### config.mk
export PLATFORM = sky130hd
export DESIGN_NAME = display_scan_controller
export DESIGN_NICKNAME = d
export VERILOG_FILES = /design/src/rtl/display_scan_controller_pkg.sv /design/src/rtl/refresh_timer.sv /design/src/rtl/display_scan_controller.sv
export SDC_FILE = /design/constraint.sdc
export NUM_CORES = 1
export LEC_CHECK = 0
export BUFFER_PORTS_ARGS = -buffer_cell sky130_fd_sc_hd__buf_2
export CORE_MARGIN = 2
export CORE_UTILIZATION = 45
export DETAILED_ROUTE_END_ITERATION = 10
export PLACE_DENSITY = 0.65
export SLEW_MARGIN = 20
export SYNTH_ARGS = -nofsm -noshare
export SYNTH_HDL_FRONTEND = slang
export SYNTH_SLANG_ARGS = --single-unit
### constraint.sdc
create_clock -name clock -period 7.6 [get_ports clock]
set_input_delay 0.38 -clock clock [delete_from_list [all_inputs] [get_ports clock]]
set_output_delay 0.38 -clock clock [all_outputs]
set_load 0.02 [all_outputs]
### src/rtl/display_scan_controller_pkg.sv
// Shared digit-select codes, FSM state codes and configuration record for the
// scan controller, nibble mux and segment decoder.
package display_scan_controller_pkg;

  localparam logic [1:0] SEL_A = 2'b11;
  localparam logic [1:0] SEL_B = 2'b10;
  localparam logic [1:0] SEL_C = 2'b01;
  localparam logic [1:0] SEL_D = 2'b00;

  localparam logic [0:0] ST_IDLE = 1'b0;
  localparam logic [0:0] ST_SCAN = 1'b1;

  typedef struct packed {
    logic [3:0] bri;
    logic [3:0] mask;
  } cfg_t;

  localparam cfg_t CFG_RESET = '{bri: 4'hF, mask: 4'h0};

  // Active-low one-hot anode pattern for a select code (SEL_A drives bit3).
  function automatic logic [3:0] anode_onehot_n(input logic [1:0] sel);
    return ~(4'b0001 << sel);
  endfunction

endpackage

### src/rtl/refresh_timer.sv
// Slot and phase counters for the digit scan; outputs are lookahead values for
// the next cycle so the top can register selector and anodes on the same edge.
module refresh_timer #(
  parameter int REFRESH_DIV = 100000,
  parameter int DEAD_CYCLES = 16
) (
  input  logic       clock,
  input  logic       reset,
  input  logic       i_run,
  output logic       o_slotWrap,
  output logic [3:0] o_phase,
  output logic       o_inDeadTime
);

  localparam int Q  = REFRESH_DIV / 16;
  localparam int CW = $clog2(REFRESH_DIV);
  localparam int QW = $clog2(Q);
  localparam logic [CW-1:0] LAST  = CW'(REFRESH_DIV - 1);
  localparam logic [QW-1:0] QLAST = QW'(Q - 1);
  localparam logic [CW-1:0] DEAD  = CW'(DEAD_CYCLES);

  logic [CW-1:0] r_cnt, w_cnt_nxt;
  logic [QW-1:0] r_sub, w_sub_nxt;
  logic [3:0]    r_ph,  w_ph_nxt;
  logic          w_wrap;

  assign w_wrap = i_run && (r_cnt == LAST);

  always_comb begin
    w_cnt_nxt = '0;
    w_sub_nxt = '0;
    w_ph_nxt  = '0;
    if (i_run && !w_wrap) begin
      w_cnt_nxt = r_cnt + CW'(1);
      if (r_sub == QLAST) begin
        w_sub_nxt = '0;
        w_ph_nxt  = r_ph + 4'd1;
      end else begin
        w_sub_nxt = r_sub + QW'(1);
        w_ph_nxt  = r_ph;
      end
    end
  end

  always_ff @(posedge clock or posedge reset) begin
    if (reset) begin
      r_cnt <= '0;
      r_sub <= '0;
      r_ph  <= '0;
    end else begin
      r_cnt <= w_cnt_nxt;
      r_sub <= w_sub_nxt;
      r_ph  <= w_ph_nxt;
    end
  end

  assign o_slotWrap   = w_wrap;
  assign o_phase      = w_ph_nxt;
  assign o_inDeadTime = (w_cnt_nxt < DEAD);

endmodule

### src/rtl/display_scan_controller.sv
// Four-digit multiplexed display scanner with blanking dead time, PWM brightness
// and a frame-synchronous configuration handshake.
module display_scan_controller
  import display_scan_controller_pkg::*;
#(
  parameter int REFRESH_DIV = 100000,
  parameter int DEAD_CYCLES = 16
) (
  input  logic       clock,
  input  logic       reset,
  input  logic       enable,
  input  logic       cfgValid,
  input  logic [3:0] cfgBrightness,
  input  logic [3:0] cfgBlankMask,
  output logic       cfgReady,
  output logic [1:0] selector,
  output logic [3:0] anodes,
  output logic       frameStart
);

  logic [0:0] r_state;
  logic [1:0] r_sel;
  logic [3:0] r_an;
  logic       r_fs, r_rdy;
  cfg_t       r_act, r_pend;

  logic       w_run, w_start, w_wrap, w_dead, w_fs_nxt, w_act, w_cap, w_lit;
  logic [3:0] w_phase, w_an_nxt;
  logic [1:0] w_sel_nxt;
  cfg_t       w_cfg;

  assign w_run   = (r_state == ST_SCAN) && enable;
  assign w_start = (r_state == ST_IDLE) && enable;

  refresh_timer #(
    .REFRESH_DIV (REFRESH_DIV),
    .DEAD_CYCLES (DEAD_CYCLES)
  ) u_timer (
    .clock        (clock),
    .reset        (reset),
    .i_run        (w_run),
    .o_slotWrap   (w_wrap),
    .o_phase      (w_phase),
    .o_inDeadTime (w_dead)
  );

  always_comb begin
    w_sel_nxt = r_sel;
    if (!enable || w_start) w_sel_nxt = SEL_A;
    else if (w_wrap)        w_sel_nxt = r_sel - 2'd1;
  end

  assign w_fs_nxt = w_start || (w_wrap && (r_sel == SEL_D));
  // Pending config applies at the next digit-A entry, or straight away when idle.
  assign w_act    = !r_rdy && ((r_state == ST_IDLE) || w_fs_nxt);
  assign w_cap    = cfgValid && r_rdy;
  assign w_cfg    = w_act ? r_pend : r_act;

  assign w_lit = enable && !w_dead && !w_cfg.mask[w_sel_nxt] &&
                 ((w_cfg.bri == 4'hF) || ((w_cfg.bri != 4'h0) && (w_phase < w_cfg.bri)));
  assign w_an_nxt = w_lit ? anode_onehot_n(w_sel_nxt) : 4'hF;

  always_ff @(posedge clock or posedge reset) begin
    if (reset) begin
      r_state <= ST_IDLE;
      r_sel   <= SEL_A;
      r_an    <= 4'hF;
      r_fs    <= 1'b0;
      r_rdy   <= 1'b1;
      r_act   <= CFG_RESET;
      r_pend  <= '0;
    end else begin
      r_state <= enable ? ST_SCAN : ST_IDLE;
      r_sel   <= w_sel_nxt;
      r_an    <= w_an_nxt;
      r_fs    <= w_fs_nxt;
      if (w_cap) r_pend <= '{bri: cfgBrightness, mask: cfgBlankMask};
      if (w_act) r_act  <= r_pend;
      if (w_cap)      r_rdy <= 1'b0;
      else if (w_act) r_rdy <= 1'b1;
    end
  end

  assign selector   = r_sel;
  assign anodes     = r_an;
  assign frameStart = r_fs;
  assign cfgReady   = r_rdy;

endmodule

==> flow_metrics.tcl <==
set metrics [dict create \
    startpoint "u_timer.r_cnt[0]$_DFF_PP0_" \
    grt_pass1_vias 2105 \
    r2r_start "u_timer.r_cnt[0]$_DFF_PP0_" \
    vias 2083 \
    p_leak_uw 0.00142 \
    antenna_cells 0 \
    min_period_over_period 0.475 \
    grtUsageTotal 0.172 \
    rsz0062_at_grt "no" \
    stdcell_area_um2 3310 \
    seq_area_frac_synth 0.496 \
    crit_type "register to register" \
    synth_edf_count 0 \
    synthToLayoutAreaGrowth_pct 10.3 \
    numPortBuffers 19 \
    wl_met2_um 2530 \
    async_reset_ff_frac 1.00 \
    clk_pin_slew_worst_paths_ns 0.07 \
    worst_pin_slew_ns 0.796 \
    gp_congestion 0.801 \
    grt_overflow 0 \
    status "complete, no violations" \
    numCtsBuffers 9 \
    dieHeight_um 85.7 \
    cp.arrival_ns 3.83 \
    highest_layer "met4" \
    path_common_cell "ha_1" \
    netlist_area_um2 3000 \
    synth_warnings 0 \
    clockBufferDepth 2 \
    cts.repair.resized 0 \
    synth_area_per_cell_um2 10.5 \
    synth_nets 307 \
    postPlaceCellArea_um2 3150 \
    cp.required_ns 7.82 \
    max_freq_ghz 0.277 \
    clock_skew_ns 0.00882 \
    grt_max_degree 60 \
    min-delay-start "cfgValid" \
    cts_tree "yes" \
    ir_drop_uv 196 \
    crit_path_max_fanout 19 \
    clkLatencyLatePin_ns 0.34 \
    final_cell_mix "48 x dfrtp_1, 41 x nor2_1, 19 x nand3_1, 19 x buf_2, 16 x xnor2_1" \
    io_pins 20 \
    met1Wirelength_um 2770 \
    drt_iter0_markers 107 \
    drv_cap 0 \
    synth_seq_cells 59 \
    drv_slew 0 \
    max-slew-margin-rel 0.468 \
    cts_max_level 3 \
    end_kind "register" \
    wl_met3_um 216 \
    viasPerCell 5.38 \
    drive_gt1_frac 0.216 \
    power.density_nw_per_um2 211 \
    fin_setup_tns_ns 0 \
    r2r_setup_slack_ns 3.99 \
    final_common_cell "dfrtp_1" \
    cts_root_buffer "clkbuf_8" \
    slowest_delay_ns 0.59 \
    wl_per_cell_um 14.5 \
    setup_viol 0 \
    ys.flop_type "dfrtp_1" \
    post-cts-setup-buffers 0 \
    path_cells "ha_1, and4_1, nand4_2, nand3_1, nor2_1, ha_1, a21o_1, a21oi_1, o211ai_1, o31ai_1, nand4_1" \
    fp.dieW_um 85.7 \
    drc 0 \
    crit_path_start_kind "register" \
    hold_class "primary input to register" \
    synth_cells 287 \
    clock-sinks 59 \
    dp_hpwl_um 3900 \
    antenna_found_initial 0 \
    ctsHoldBuffers 0 \
    grt_pass1_wl_um 9830 \
    finalHoldViolations 0 \
    initial_core_util 0.470 \
    finalNetCount 326 \
    core-area_um2 6390 \
    dr.pass1.iters 4 \
    wirelength_um 5600 \
    fin_crit_ns 3.61 \
    synth.distinct_cells 48 \
    die_area_um2 7340 \
    final_antenna_net_count 0 \
    cp_slowest_cell "nand3_1" \
    rows 29 \
]
cell usage after synthesis, types with 3 or more instances:
cell type	n	area share
nor3_1	12	0.020
mux2i_1	5	0.017
clkbuf_2	3	0.0050
nand4_1	8	0.017
nor4_1	4	0.0083
or4_1	3	0.0075
xor2_1	13	0.038
nand3_1	19	0.032
inv_1	11	0.014
a21oi_1	4	0.0067
dfstp_2	11	0.096
mux2_2	14	0.052
dfrtp_1	48	0.40
and2_1	3	0.0063
buf_2	3	0.0050
and3_1	5	0.010
nand2_1	12	0.015
clkbuf_1	5	0.0063
nor2_1	41	0.051
xnor2_1	16	0.047
ha_1	8	0.033
or3_1	4	0.0083
kinds of logic (layout without fill, tap and decap cells):
group,count (synthesis),in the layout,share of synthesized area
buffers and inverters,23,46,0.0325
AOI/OAI and AO/OA,24,24,0.0588
xor gates and xnor gates,29,29,0.0846
DFF,59,59,0.496
adders and majority gates,8,8,0.0333
muxes,19,19,0.0692
and+or+nand+nor,125,125,0.225
layout make-up:
cell class,count,area (um^2)
Sequential cell,59,1490
Multi-Input combinational cell,205,1420
Timing Repair Buffer,20,103
Clock inverter,5,30.0
Clock buffer,10,138
Tap cell,77,96.3
Fill cell,577,3070
Inverter,11,41.3
layer usage:
| layer | GRT usage | up-vias |
|---|---|---|
| met5 | 0 | - |
| met4 | 0.0649 | 0 |
| met3 | 0.0664 | 9 |
| met2 | 0.254 | 29 |
| met1 | 0.230 | 995 |
| li1 | - | 1050 |
critical path: cells and delay by family (launching register included):
kind | cells | cell delay (ns)
and+or+nand+nor | 5 | 1.53
AOI/OAI and AO/OA | 4 | 0.96
adders and majority gates | 2 | 0.60
DFF | 1 | 0.41
worst paths after layout:
kind / end / cells past startpoint
worst max-delay path: anodes[1]$_DFF_PP1_ / 11
max in group asynchronous: u_timer.r_sub[9]$_DFF_PP0_ / 3
worst min-delay path: cfgReady$_DFFE_PP1P_ / 2
min in group asynchronous: u_timer.r_cnt[13]$_DFF_PP0_ / 3
worst max register to register: anodes[1]$_DFF_PP1_ / 11
worst min register to register: u_timer.r_cnt[0]$_DFF_PP0_ / 1
stage by stage:
stage | setup slack (ns) | instances | hold slack, ns | util | total power (uW)
after global routing | 3.77 | 387 | 0.192 | 0.519 | 741
after global placement | 4.19 | 372 | 0.466 | 0.493 | 459
after floorplan | 4.71 | 287 | 0.411 | - | 435
after CTS | 4.00 | 387 | 0.185 | 0.519 | 710
after detailed placement | 4.01 | 372 | 0.493 | 0.493 | 461
final | 3.99 | 387 | 0.193 | 0.519 | 701
registers in the layout (all words and copies together), names as in the netlist:
register and cells:
r_act 8, cfgReady 1, selector 2, frameStart 1, u_timer.r_sub 13, r_state 1, anodes 4, r_pend 8
u_timer.r_ph 4, u_timer.r_cnt 17
where the power goes:
part           switching, uW  leakage [uW]  internal (uW)
clock                    122     0.0000839            123
combinational           44.8      0.000581           37.7
sequential              20.9      0.000754            352
total                    188       0.00142            513
(Power assumes the default switching activity.)
